$ cat src/rtl/alu_driver.sv
`default_nettype none
// alu_driver: accepts one command, drives a registered ALU, waits SETTLE_CYC cycles, returns the result.
// Optional reference check enabled by macro ALU_DRIVER_CHECK_EN.  Rev 1.0
module alu_driver #(
  parameter int SETTLE_CYC = 2
) (
  input  logic        clk,
  input  logic        rst,
  input  logic        cmd_valid,
  output logic        cmd_ready,
  input  logic [31:0] cmd_a,
  input  logic [31:0] cmd_b,
  input  logic [2:0]  cmd_sel,
  output logic [31:0] alu_a,
  output logic [31:0] alu_b,
  output logic [2:0]  alu_sel,
  output logic        alu_enable,
  input  logic [31:0] alu_salida,
  output logic        rsp_valid,
  input  logic        rsp_ready,
  output logic [31:0] rsp_data,
  output logic        rsp_inv,
  output logic        rsp_mismatch,
  output logic [15:0] op_count
);

  typedef enum logic [1:0] {
    IDLE = 2'd0,
    WAIT = 2'd1,
    RESP = 2'd2
  } state_t;

  state_t      state;
  state_t      state_nxt;
  logic [3:0]  settle_cnt;
  logic        accept;
  logic        capture;
  logic        done;
  logic        inv_sel;

  assign cmd_ready = (state == IDLE);
  assign rsp_valid = (state == RESP);
  assign inv_sel   = (alu_sel == 3'b101) || (alu_sel == 3'b110);

  always_ff @(posedge clk) begin
    if (rst) state <= IDLE;
    else     state <= state_nxt;
  end

  always_comb begin
    state_nxt = state;
    accept    = 1'b0;
    capture   = 1'b0;
    done      = 1'b0;
    case (state)
      IDLE: begin
        if (cmd_valid) begin
          accept    = 1'b1;
          state_nxt = WAIT;
        end
      end
      WAIT: begin
        if (settle_cnt == 4'd0) begin
          capture   = 1'b1;
          state_nxt = RESP;
        end
      end
      RESP: begin
        if (rsp_ready) begin
          done      = 1'b1;
          state_nxt = IDLE;
        end
      end
      default: state_nxt = IDLE;
    endcase
  end

  always_ff @(posedge clk) begin
    if (rst) begin
      alu_a      <= '0;
      alu_b      <= '0;
      alu_sel    <= '0;
      alu_enable <= 1'b0;
      settle_cnt <= '0;
      rsp_data   <= '0;
      rsp_inv    <= 1'b0;
      op_count   <= '0;
    end else begin
      if (accept) begin
        alu_a      <= cmd_a;
        alu_b      <= cmd_b;
        alu_sel    <= cmd_sel;
        alu_enable <= 1'b1;
        settle_cnt <= 4'(SETTLE_CYC - 1);
      end else if (capture) begin
        rsp_data   <= alu_salida;
        rsp_inv    <= inv_sel;
        alu_enable <= 1'b0;
      end else if (state == WAIT) begin
        settle_cnt <= settle_cnt - 4'd1;
      end
      if (done) op_count <= op_count + 16'd1;
    end
  end

`ifdef ALU_DRIVER_CHECK_EN
  // Reference result from the registered operands; invalid selects expect 0.
  logic [31:0] expected;

  always_comb begin
    expected = '0;
    case (alu_sel)
      3'b000:  expected = alu_a & alu_b;
      3'b001:  expected = alu_a | alu_b;
      3'b010:  expected = alu_a + alu_b;
      3'b011:  expected = alu_a - alu_b;
      3'b100:  expected = ~(alu_a & alu_b);
      3'b111:  expected = alu_a * alu_b;
      default: expected = '0;
    endcase
  end

  always_ff @(posedge clk) begin
    if (rst)          rsp_mismatch <= 1'b0;
    else if (capture) rsp_mismatch <= (alu_salida != expected);
  end
`else
  assign rsp_mismatch = 1'b0;
`endif

endmodule
`default_nettype wire

$ cat config.mk
export PLATFORM = sky130hd
export DESIGN_NAME = alu_driver
export DESIGN_NICKNAME = d
export VERILOG_FILES = /design/src/rtl/alu_driver.sv
export SDC_FILE = /design/constraint.sdc
export NUM_CORES = 1
export LEC_CHECK = 0
export ABC_AREA = 1
export CORE_UTILIZATION = 37
export CTS_BUF_LIST = sky130_fd_sc_hd__clkbuf_16
export CTS_CLUSTER_DIAMETER = 80
export DETAILED_ROUTE_END_ITERATION = 8
export PLACE_DENSITY = 0.89
export REMOVE_ABC_BUFFERS = 1
export SLEW_MARGIN = 40
export SYNTH_ARGS = -nofsm -noshare
export SYNTH_HDL_FRONTEND = slang
export SYNTH_SLANG_ARGS = --single-unit
$ cat constraint.sdc
create_clock -name clk -period 1.2 [get_ports clk]
set_clock_uncertainty 0.05 [all_clocks]
set_input_delay 0.24 -clock clk [delete_from_list [all_inputs] [get_ports clk]]
set_output_delay 0.24 -clock clk [all_outputs]
set_load 0.02 [all_outputs]
* Word-level counts from Yosys, hierarchy flattened
Index checks and enable logic that the tools add are counted.
** Storage, ports and cells
- Register bits :: 123
- Bits of input ports :: 103
** Operators by class
- $add $sub $neg :: 2
- Eq/ne operators :: 8
- Multiplexer cells :: 15
- Bitwise operators :: 2
- Reductions and logical operators :: 10
** Operators with widths (number)
- $add 16x1->16 const B :: 1
- $mux 1 :: 11
- $eq 3x3->1 const B :: 2
- $mux 2 :: 3
- $ne 2x2->1 const B :: 3
- $pmux 2 s3 :: 1
- $reduce_and 2->1 :: 3
- $logic_not 4->1 :: 1
- $reduce_bool 2->1 :: 2
- $sub 4x1->4 const B :: 1
- $reduce_and 3->1 :: 1
- $eq 2x1->1 const B :: 1
- $eq 2x2->1 const B :: 1
- $logic_not 2->1 :: 1
- $ne 2x1->1 const B :: 1
- $not 1->1 :: 2
- $reduce_or 2->1 :: 1
- $logic_or 1x1->1 :: 1

* Logic depth before layout (Yosys ltp)
- Depth in word-level cells :: 5
- Depth in mapped cells :: 8
- Depth with buffers taken out :: 8

* Worst setup path before layout
No wires, ideal clock.
- Path type :: register -> register
- Start point :: register op_count[0]
- End point :: register op_count[8]
- Arrival time :: 1.347 ns
- Required time :: 1.034 ns
- Slack :: -0.313 ns
- Stages on the path, launching flop included :: 7
- Path buffers :: 0
- Period minus slack after synthesis :: 1.513 ns
- Cells stage by stage :: dfxtp_1 ha_1 nand3_1 nor2_1 nand3_1 o21ai_0 nor2_1
** Between the ends
- Word-level cells in the longest chain between the ends :: 1
** Ends and longest elaborated chain
- start: declaration :: line 24 : output logic [15:0] op_count
- start signal: assignment :: line 102 : if (done) op_count <= op_count + 16'd1;
- $add 16x1->16 :: line 102
No other way between the ends.
A chain may end at the register's enable or synchronous reset.

* Worst setup path in the final report
- Start point :: register settle_cnt[0]
- End point :: register rsp_data[13]
** Between the ends
- Word-level cells in the longest chain between the ends :: 4
** Ends and longest elaborated chain
- start: declaration :: line 35 : logic [3:0] settle_cnt;
- start signal: assignment :: line 94 : settle_cnt <= 4'(SETTLE_CYC - 1);
- start signal: assignment :: line 100 : settle_cnt <= settle_cnt - 4'd1;
- $logic_not 4->1 :: line 63 : if (settle_cnt == 4'd0) begin
- $mux 1 :: line 63
- $mux 1 :: line 55 : case (state)
- $reduce_and 2->1 (no line)
- end signal: assignment :: line 96 : rsp_data <= alu_salida;
- end: declaration :: line 21 : output logic [31:0] rsp_data,
No other way between the ends.

==> impl_metrics.json <==
{
  "fin_nets": 999,
  "grt_max_degree": 48,
  "multi_input_area_um2": 2130,
  "crit_fanout": 6,
  "finalSetupViolations": 118,
  "hp-class": "input pin to flip-flop",
  "h-tree-depth": 4,
  "detail-route-antenna-nets": 0,
  "seq_power_share_pct": 38.3,
  "worstHoldPathCells": 3,
  "sw_frac_of_total_pct": 27.7,
  "area_growth_pct": 85.1,
  "final-max-slew-violation-count": 0,
  "die_h_um": 114,
  "status": "complete, but fails checks",
  "place_hpwl_mm": 9.36,
  "gr-usage-all-layers_pct": 22.7,
  "whs_ns": 0.358,
  "vias": 5125,
  "drt_iter0_markers": 253,
  "clock-sinks": 123,
  "drt_first_pass_iters": 5,
  "maxCapViolCount": 0,
  "cts_tree": "built",
  "die_x_um": 114,
  "synth.distinct_cells": 27,
  "path_class": "flip-flop to flip-flop",
  "placed_cell_area_um2": 7350,
  "p_total_uw": 12300,
  "p_leak_uw": 0.00376,
  "gr-total-overflow": 0,
  "route.detailed.drc": 0,
  "antenna_found_initial": 0,
  "synth_area_per_cell_um2": 7.55,
  "final_cell_mix": "nor2_1, clkdlybuf4s50_1, buf_4, buf_6, dfxtp_1",
  "ys_ff_latch": 123,
  "insertion_delay_ns": 0.41,
  "start_util_pct": 38.3,
  "finalWorstSetupSlack_ns": -0.235,
  "clkSlewWorstSetupHoldPaths_ns": 0.05,
  "p_per_area_nw_per_um2": 1440,
  "fillers": 876,
  "share_comb_of_total_power_pct": 23.5,
  "pin_count": 223,
  "grt_pass1_vias": 4975,
  "diodes": 0,
  "ff2ff_path_depth": 8,
  "failed_checks": "negative setup slack",
  "min_period_over_period_pct": 120,
  "critPathLaunchType": "flip-flop",
  "p_int_uw": 8930,
  "synth_warnings": 0,
  "max-clock-path-buffers": 2,
  "synth-seq-area-share_pct": 53.1,
  "fin_util_pct": 70.8,
  "async_flop_share_pct": 0,
  "synth_area_um2": 4630,
  "io_buffers": 221,
  "ir_worst_vdd_uv": 918,
  "fin_crit_ns": 1.44,
  "synthTopCellsByArea": "dfxtp_1, nor2_1, o21ai_0, nand2_1, inv_1",
  "fin_area_um2": 8580,
  "synth-main-ff-cell": "dfxtp_1",
  "arrival_ns": 1.72,
  "synth_top_area_share_pct": 53.1,
  "numCtsBuffers": 17,
  "drive_above_1_share_pct": 39.4,
  "totalWireLength_mm": 15.6,
  "worst_setup_path_end_kind": "flip-flop",
  "rsz0062_at_grt": "yes",
  "regArea_um2": 2560,
  "grt_pass1_wl_mm": 23.2,
  "yosys.area.top_type": "dfxtp_1",
  "core_region_area_um2": 12100,
  "routedWlPerCell_um": 14.5,
  "routed_via_density": 4.77,
  "dp_slack_ns": -0.392,
  "rows": 40,
  "layout_commonest_cell": "nor2_1",
  "required_ns": 1.49,
  "syn_inst": 614,
  "routabilityCongestion": 0.808,
  "synth_edf_count": 0,
  "clockPowerShare_pct": 38.2,
  "clock-root-buffer": "clkbuf_16",
  "net-switching-power_uw": 3420,
  "hold_viol": 0,
  "fmaxAchievable_mhz": 697,
  "die-area_um2": 13000
}
[cell families after synthesis]
family / share of synthesized area [%]
AOI/OAI and AO/OA: 12.9
xor gates and xnor gates: 0.189
adders and majority gates: 0.540
buffers and inverters: 6.75
DFF: 53.1
other: 0.0809
and+or+nand+nor: 26.4
[layout make-up]
class | instances | share of cell area [%]
Clock buffer | 17 | 4.96
Tap cell | 168 | 2.45
Sequential cell | 123 | 29.8
Timing Repair Buffer | 295 | 35.0
Inverter | 29 | 1.44
Timing Repair inverter | 1 | 0.102
Multi-Input combinational cell | 427 | 24.9
Clock inverter | 14 | 1.33
[cells in the mapped netlist (2+ instances only)]
cell / instances
a21oi_1: 13
buf_2: 12
buf_4: 7
buf_6: 4
clkbuf_1: 10
dfxtp_1: 123
ha_1: 2
inv_1: 26
inv_2: 3
nand2_1: 46
nand2_2: 2
nand3_1: 13
nand4_1: 4
nor2_1: 230
nor2_2: 3
nor2_4: 3
o21ai_0: 99
o21ai_1: 5
[timing repair]
action	in CTS	in global routing
hold buffers	0	0
setup buffers	10	5
pin swaps	16	44
gates cloned	4	4
resized for setup	681	201
endpoints found under the setup margin	240	210
[metrics by stage]
| step | instances | TNS, ns |
|---|---|---|
| 3_5_place_dp | 1023 | -33.31 |
| 6_report | 1074 | -9.39 |
| 2_1_floorplan | 579 | -58.25 |
| 5_1_grt | 1074 | -16.15 |
| 3_3_place_gp | 1023 | -31.17 |
| 4_1_cts | 1067 | -7.25 |
[per-layer routing]
layer,share of wire (%),wire [um],GRT usage [%],up-vias
met5,0,0,0,-
met1,40,6160,24.9,2372
met3,5.5,861,5.90,49
met4,3.6,569,11.4,0
met2,51,8000,40.6,187
li1,-,-,-,2517
[state kept, by name (all words and copies together), names as in the netlist]
signal	cells
alu_enable	1
rsp_inv	1
op_count	16
alu_a	32
settle_cnt	4
state	2
alu_b	32
alu_sel	3
rsp_data	32
[worst max-delay path, cell delays in order (launching register included)]
cell and delay [ns]:
dfxtp_2 0.32, inv_2 0.08, ha_4 0.15, nand2_4 0.06
nor2_4 0.16, buf_8 0.17, clkbuf_16 0.15, o21ai_0 0.09
nor2_1 0.14
[path summary, 6_finish.rpt]
kind	start	end	slack [ns]
setup / recovery	settle_cnt[0]$_SDFFE_PP0P_	rsp_data[13]$_SDFFE_PP0P_	-0.24
hold / removal	alu_salida[22]	rsp_data[22]$_SDFFE_PP0P_	0.36
setup reg to reg	settle_cnt[0]$_SDFFE_PP0P_	rsp_data[13]$_SDFFE_PP0P_	-0.24
hold reg to reg	alu_b[12]$_SDFFE_PP0N_	alu_b[12]$_SDFFE_PP0N_	0.42
[power by group through the flow]
stage               Sequential, uW  Combinational [uW]  Clock, uW
global route                  4760                3110       4970
global placement              4700                2500          0
detailed placement            4720                2530          0
finish                        4720                2900       4720
CTS                           4640                2620       4780
floorplan                     5140                 650          0
No activity file was read; power rests on OpenSTA's default activity.
